File: src/rtl/heat_sequencer_if.sv
// Signal bundle between the cooking-state controller and the heat sequencer.
// All signals are levels sampled every clk_1Khz edge; there is no valid/ready handshake.
interface heat_sequencer_if;
    logic       power_on;
    logic [2:0] state;
    logic [3:0] mode;
    logic       heater;
    logic       fan;
    logic [1:0] phase;
    logic       busy;

    modport master (
        output power_on, state, mode,
        input  heater, fan, phase, busy
    );

    modport slave (
        input  power_on, state, mode,
        output heater, fan, phase, busy
    );
endinterface

File: src/rtl/heat_sequencer.sv
// Heater/fan power sequencer: preheat, mode-dependent PWM heat, fan cool-down, off.
// The phase output is the FSM state register itself.
module heat_sequencer #(
    parameter int unsigned T_1S       = 1000,
    parameter int unsigned PWM_PERIOD = 100,
    parameter int unsigned DUTY_M1    = 30,
    parameter int unsigned DUTY_M2    = 60,
    parameter int unsigned DUTY_M3    = 90,
    parameter int unsigned PREHEAT_S  = 3,
    parameter int unsigned COOLDOWN_S = 5
) (
    input  logic             clk_1Khz,
    input  logic             rst,
    heat_sequencer_if.slave  hs
);

    typedef enum logic [1:0] {
        PH_OFF     = 2'd0,
        PH_PREHEAT = 2'd1,
        PH_HEAT    = 2'd2,
        PH_COOL    = 2'd3
    } phase_t;

    localparam logic [2:0]  ST_WORK   = 3'd1;
    localparam logic [15:0] MS_LAST   = 16'(T_1S - 1);
    localparam logic [15:0] PWM_LAST  = 16'(PWM_PERIOD - 1);
    localparam logic [15:0] PRE_LAST  = 16'(PREHEAT_S - 1);
    localparam logic [15:0] COOL_LAST = 16'(COOLDOWN_S - 1);

    phase_t      phase_q, phase_nxt;
    logic [15:0] ms_cnt, ms_nxt;
    logic [15:0] sec_cnt, sec_nxt;
    logic [15:0] pwm_cnt, pwm_nxt;
    logic [15:0] duty_lat, duty_nxt, duty_sel;
    logic        heater_q, heater_nxt;
    logic        fan_q, fan_nxt;
    logic        busy_q;
    logic        work, ms_wrap;

    assign work    = (hs.state == ST_WORK);
    assign ms_wrap = (ms_cnt == MS_LAST);

    // Mode 0 behaves as mode 1; anything above 3 behaves as mode 3.
    always_comb begin
        duty_sel = 16'(DUTY_M3);
        case (hs.mode)
            4'd0, 4'd1: duty_sel = 16'(DUTY_M1);
            4'd2:       duty_sel = 16'(DUTY_M2);
            default:    duty_sel = 16'(DUTY_M3);
        endcase
    end

    always_comb begin
        phase_nxt  = phase_q;
        ms_nxt     = ms_wrap ? 16'd0 : ms_cnt + 16'd1;
        sec_nxt    = ms_wrap ? sec_cnt + 16'd1 : sec_cnt;
        pwm_nxt    = (pwm_cnt == PWM_LAST) ? 16'd0 : pwm_cnt + 16'd1;
        duty_nxt   = duty_lat;
        heater_nxt = 1'b0;
        fan_nxt    = 1'b0;

        case (phase_q)
            PH_OFF:     if (work) phase_nxt = PH_PREHEAT;
            PH_PREHEAT: begin
                // A state change outranks the preheat timer on the same edge.
                if (!work)                              phase_nxt = PH_COOL;
                else if (ms_wrap && sec_cnt == PRE_LAST) phase_nxt = PH_HEAT;
            end
            PH_HEAT:    if (!work) phase_nxt = PH_COOL;
            PH_COOL: begin
                if (work)                                 phase_nxt = PH_HEAT;
                else if (ms_wrap && sec_cnt == COOL_LAST) phase_nxt = PH_OFF;
            end
            default:    phase_nxt = PH_OFF;
        endcase

        if (!hs.power_on) phase_nxt = PH_OFF;

        if (phase_nxt != phase_q || phase_q == PH_OFF) begin
            ms_nxt  = 16'd0;
            sec_nxt = 16'd0;
            pwm_nxt = 16'd0;
        end

        // Duty is only sampled at period boundaries so a mode change never cuts a pulse short.
        if (phase_nxt == PH_HEAT && (phase_q != PH_HEAT || pwm_cnt == PWM_LAST))
            duty_nxt = duty_sel;

        case (phase_nxt)
            PH_PREHEAT: begin heater_nxt = 1'b1;                 fan_nxt = 1'b1; end
            PH_HEAT:    begin heater_nxt = (pwm_nxt < duty_nxt); fan_nxt = 1'b1; end
            PH_COOL:    begin heater_nxt = 1'b0;                 fan_nxt = 1'b1; end
            default:    begin heater_nxt = 1'b0;                 fan_nxt = 1'b0; end
        endcase
    end

    always_ff @(posedge clk_1Khz or negedge rst) begin
        if (!rst) begin
            phase_q  <= PH_OFF;
            ms_cnt   <= 16'd0;
            sec_cnt  <= 16'd0;
            pwm_cnt  <= 16'd0;
            duty_lat <= 16'd0;
            heater_q <= 1'b0;
            fan_q    <= 1'b0;
            busy_q   <= 1'b0;
        end else begin
            phase_q  <= phase_nxt;
            ms_cnt   <= ms_nxt;
            sec_cnt  <= sec_nxt;
            pwm_cnt  <= pwm_nxt;
            duty_lat <= duty_nxt;
            heater_q <= heater_nxt;
            fan_q    <= fan_nxt;
            busy_q   <= (phase_nxt != PH_OFF);
        end
    end

    assign hs.phase  = phase_q;
    assign hs.heater = heater_q;
    assign hs.fan    = fan_q;
    assign hs.busy   = busy_q;

endmodule

File: src/flat_wrapper.sv
// flat-port wrapper written by rule: the top's interface ports become plain ports
module heat_sequencer_flat 
#(
    parameter int unsigned T_1S       = 1000,
    parameter int unsigned PWM_PERIOD = 100,
    parameter int unsigned DUTY_M1    = 30,
    parameter int unsigned DUTY_M2    = 60,
    parameter int unsigned DUTY_M3    = 90,
    parameter int unsigned PREHEAT_S  = 3,
    parameter int unsigned COOLDOWN_S = 5
)
  (clk_1Khz, rst, hs_power_on, hs_state, hs_mode, hs_heater, hs_fan, hs_phase, hs_busy);
  heat_sequencer_if hs_i ();
  input  logic clk_1Khz;
  input  logic rst;
  input wire logic [$bits(hs_i.power_on)-1:0] hs_power_on;
  input wire logic [$bits(hs_i.state)-1:0] hs_state;
  input wire logic [$bits(hs_i.mode)-1:0] hs_mode;
  output wire logic [$bits(hs_i.heater)-1:0] hs_heater;
  output wire logic [$bits(hs_i.fan)-1:0] hs_fan;
  output wire logic [$bits(hs_i.phase)-1:0] hs_phase;
  output wire logic [$bits(hs_i.busy)-1:0] hs_busy;
  assign hs_i.power_on = hs_power_on;
  assign hs_i.state = hs_state;
  assign hs_i.mode = hs_mode;
  assign hs_heater = hs_i.heater;
  assign hs_fan = hs_i.fan;
  assign hs_phase = hs_i.phase;
  assign hs_busy = hs_i.busy;
  heat_sequencer #(.T_1S(T_1S), .PWM_PERIOD(PWM_PERIOD), .DUTY_M1(DUTY_M1), .DUTY_M2(DUTY_M2), .DUTY_M3(DUTY_M3), .PREHEAT_S(PREHEAT_S), .COOLDOWN_S(COOLDOWN_S)) u_core (.clk_1Khz(clk_1Khz), .rst(rst), .hs(hs_i));
endmodule
File: config.mk
export PLATFORM = sky130hd
export DESIGN_NAME = heat_sequencer_flat
export DESIGN_NICKNAME = d
export VERILOG_FILES = /design/src/rtl/heat_sequencer_if.sv /design/src/rtl/heat_sequencer.sv /design/src/flat_wrapper.sv
export SDC_FILE = /design/constraint.sdc
export NUM_CORES = 1
export LEC_CHECK = 0
export CAP_MARGIN = 5
export CORE_UTILIZATION = 61
export DETAILED_ROUTE_END_ITERATION = 10
export GPL_TIMING_DRIVEN = 0
export PLACE_DENSITY = 0.8
export SLEW_MARGIN = 20
export SYNTH_ARGS = -nofsm -noshare
export SYNTH_HDL_FRONTEND = slang
export SYNTH_SLANG_ARGS = --single-unit
File: constraint.sdc
create_clock -name clk_1Khz -period 4.5 [get_ports clk_1Khz]
set_input_delay 0.9 -clock clk_1Khz [delete_from_list [all_inputs] [get_ports clk_1Khz]]
set_output_delay 0.9 -clock clk_1Khz [all_outputs]
set_load 0.005 [all_outputs]
==> results.toml <==
[cells_and_area]
diodes = 0
area_growth_pct = 13.8
final_cell_mix = "77 x nor2_1, 68 x dfrtp_1, 29 x nand2_1"
layout_commonest_cell = "nor2_1"
final_nets = 453
final_layout_size_suffix_gt1_frac = 0.0965

[logic_synthesis]
ys_seq_area_frac = 0.456
syn_nets = 428
ys_seq_elements = 68
synth_area_um2 = 3730
synth.distinct_cells = 53
async_reset_ff_frac = 1.00
yosysWarnings = 0
synth-main-ff-cell = "dfrtp_1"
synth_edf_count = 0
avgSynthCellArea_um2 = 9.45
synth_cells = 395

[setup_path]
worstPathArrival_ns = 4.45
crit_buf_inv = 3
cp-end-kind = "flip-flop"
cp-start-kind = "input port"
critPathMaxStageDelay_ns = 0.44
path_cells = "clkdlybuf4s50_1 > or3b_2 > clkbuf_1 > buf_2 > nand2b_1 > o21ai_1 > a221o_1 > ha_2 > and2_4 > nand4b_1 > and2_1 > ha_1 > a21oi_1 > o21ai_1 > o21ai_0 > a22oi_1 > o21ai_0"
cp_top_family = "simple AND/OR/NAND/NOR gates"
cp_max_fo = 10
crit_slowest_cell = "clkdlybuf4s50_1"
worstSetupPathType = "in2reg"
critical_path_required_ns = 4.72

[timing]
fin_worst_skew_ns = 0.00914
period_share = 0.939
period_minus_slack_ns = 4.22
slew_headroom = 0.679
setup_violations = 0
drv_slew = 0
hold_viol_final = 0
whs_ns = 0.442
rsz0062_at_grt = "no"
worstMarginPinSlew_ns = 0.480
worst_slack_ns = 0.275
max_clock_freq_mhz = 237

[clocking]
numCtsBuffers = 9
cts.path.max_buffers = 2
cts_tree = "built"
htree_levels = 3
cts-root-buf = "clkbuf_8"
clock_sinks = 68
clkTransAtPathRegs_ns = 0.07
clock_latency_ns = 0.35

[floorplanning]
die_w_um = 80.2
coreArea_um2 = 5920
die-area_um2 = 6430
num_io_pins = 15
start_util = 0.630
die_h_um = 80.2
rows = 28

[grt]
grt_max_degree = 46
grt_first_pass_wirelength_mm = 11.7
grt_pass1_vias = 2725
overflow = 0
grt_usage = 0.241
antenna_found_initial = 0

[job]
maxCapViolCount = 0

[min_path]
min_path_type = "in2async"

[pwr]
p_leak_nw = 1.87
vdd_ir_drop_max_mv = 0.245
power_density_nw_per_um2 = 324

[drt]
wl_mm = 6.96
drcViolationCount = 0
ant_nets = 0
wl_per_cell_um = 13.9
viasPerCell = 5.42
dr.pass1.iters = 4
drt_iter0_drc = 119
vias = 2712

[place]
portBuffers = 14
dp_slack_ns = -0.553
place_hpwl_mm = 4.99
place.gp.congestion = 0.810

[run_status]
status = "completed"
state kept, by name, summed over array words and instances (netlist names):
register / cells
u_core.hs.heater: 1
u_core.hs.busy: 1
u_core.hs.phase: 2
u_core.duty_lat: 16
u_core.sec_cnt: 16
u_core.pwm_cnt: 16
u_core.ms_cnt: 16
layout make-up:
cell class	count	area [um2]
clock inverters	4	95.1
multi-input cells	289	1870
fillers	443	1670
inverters	27	101
clock buffers	12	155
plain buffers	9	61.3
repair buffers	16	165
well taps	75	93.8
flip-flops and latches	68	1700
power by group:
part           switching [mW]  internal [mW]
Clock                   0.232          0.398
Combinational          0.0628         0.0518
Sequential            0.00815          0.625
stage by stage:
stage	utilization	instance area, um2	TNS [ns]	total power, mW	std cells
after floorplan	-	3730	0	0.705	395
after global placement	0.670	3970	-0.514	0.753	484
after detailed placement	0.673	3980	-0.553	0.758	485
after CTS	0.716	4240	0	1.39	500
after global routing	0.717	4250	0	1.43	500
final	0.717	4250	0	1.38	500
worst paths after layout:
kind | start | endpoint | slack, ns | cells after the start
setup / recovery | hs_state[0] | u_core.hs.heater | 0.28 | 17
hold / removal | rst | u_core.duty_lat[4] | 0.44 | 1
setup reg to reg | u_core.ms_cnt[4] | u_core.hs.heater | 0.42 | 16
hold reg to reg | u_core.duty_lat[3] | u_core.duty_lat[3] | 0.46 | 2
max in group asynchronous | rst | u_core.ms_cnt[7] | 3.51 | 2
min in group clk_1Khz | u_core.duty_lat[3] | u_core.duty_lat[3] | 0.46 | 2
worst register-to-register path, cell delays in order (launching register included):
cell      delay [ns]
dfrtp_1         0.43
or3_2           0.52
nor4_4          0.35
and3_2          0.28
nand2_1         0.09
o21ai_0         0.26
a221o_1         0.23
ha_2            0.24
and2_4          0.21
nand4b_1        0.16
and2_1          0.19
ha_1            0.30
a21oi_1         0.07
o21ai_1         0.22
o21ai_0         0.16
a22oi_1         0.17
o21ai_0         0.10
cell usage after synthesis, drive strengths merged, types with 2 or more instances:
| library cell | number | share of area |
|---|---|---|
| buf | 5 | 0.0097 |
| xnor2 | 25 | 0.059 |
| o21ai | 11 | 0.015 |
| clkbuf | 6 | 0.0087 |
| nand4b | 2 | 0.0047 |
| nand4 | 13 | 0.025 |
| nand2b | 2 | 0.0034 |
| nor2 | 77 | 0.077 |
| dfrtp | 68 | 0.46 |
| a21o | 2 | 0.0040 |
| inv | 27 | 0.027 |
| and2 | 3 | 0.0050 |
| and3 | 10 | 0.018 |
| nand3b | 2 | 0.0040 |
| o21a | 3 | 0.0060 |
| ha | 23 | 0.077 |
| nand2 | 30 | 0.030 |
| or4 | 3 | 0.0070 |
| nand3 | 21 | 0.028 |
| nor3 | 10 | 0.013 |
| xor2 | 20 | 0.047 |
| a21oi | 7 | 0.012 |
| or3 | 3 | 0.0057 |
| nor4 | 2 | 0.0074 |
cells by family after synthesis:
kind of cell               synth area share
AOI/OAI and AO/OA                    0.0654
xor gates and xnor gates              0.106
adders and majority gates            0.0771
buffers and inverters                0.0456
DFF                                   0.456
muxes                               0.00268
and+or+nand+nor                       0.247
timing repair:
action | 4_1_cts | 5_1_grt
hold buffers | 0 | 0
setup endpoints to repair | 1 | 1
pin swaps | 1 | 0
setup buffers | 1 | 0
gates resized for setup | 2 | 6
per-layer routing:
metal | track usage | vias to the layer above | part of all wire
met3 | 0.0420 | 10 | 0.019
met4 | 0.111 | 0 | 0.016
met2 | 0.419 | 21 | 0.50
li1 | - | 1388 | -
met1 | 0.290 | 1293 | 0.47
met5 | 0 | - | 0
(Power assumes the default switching activity.)
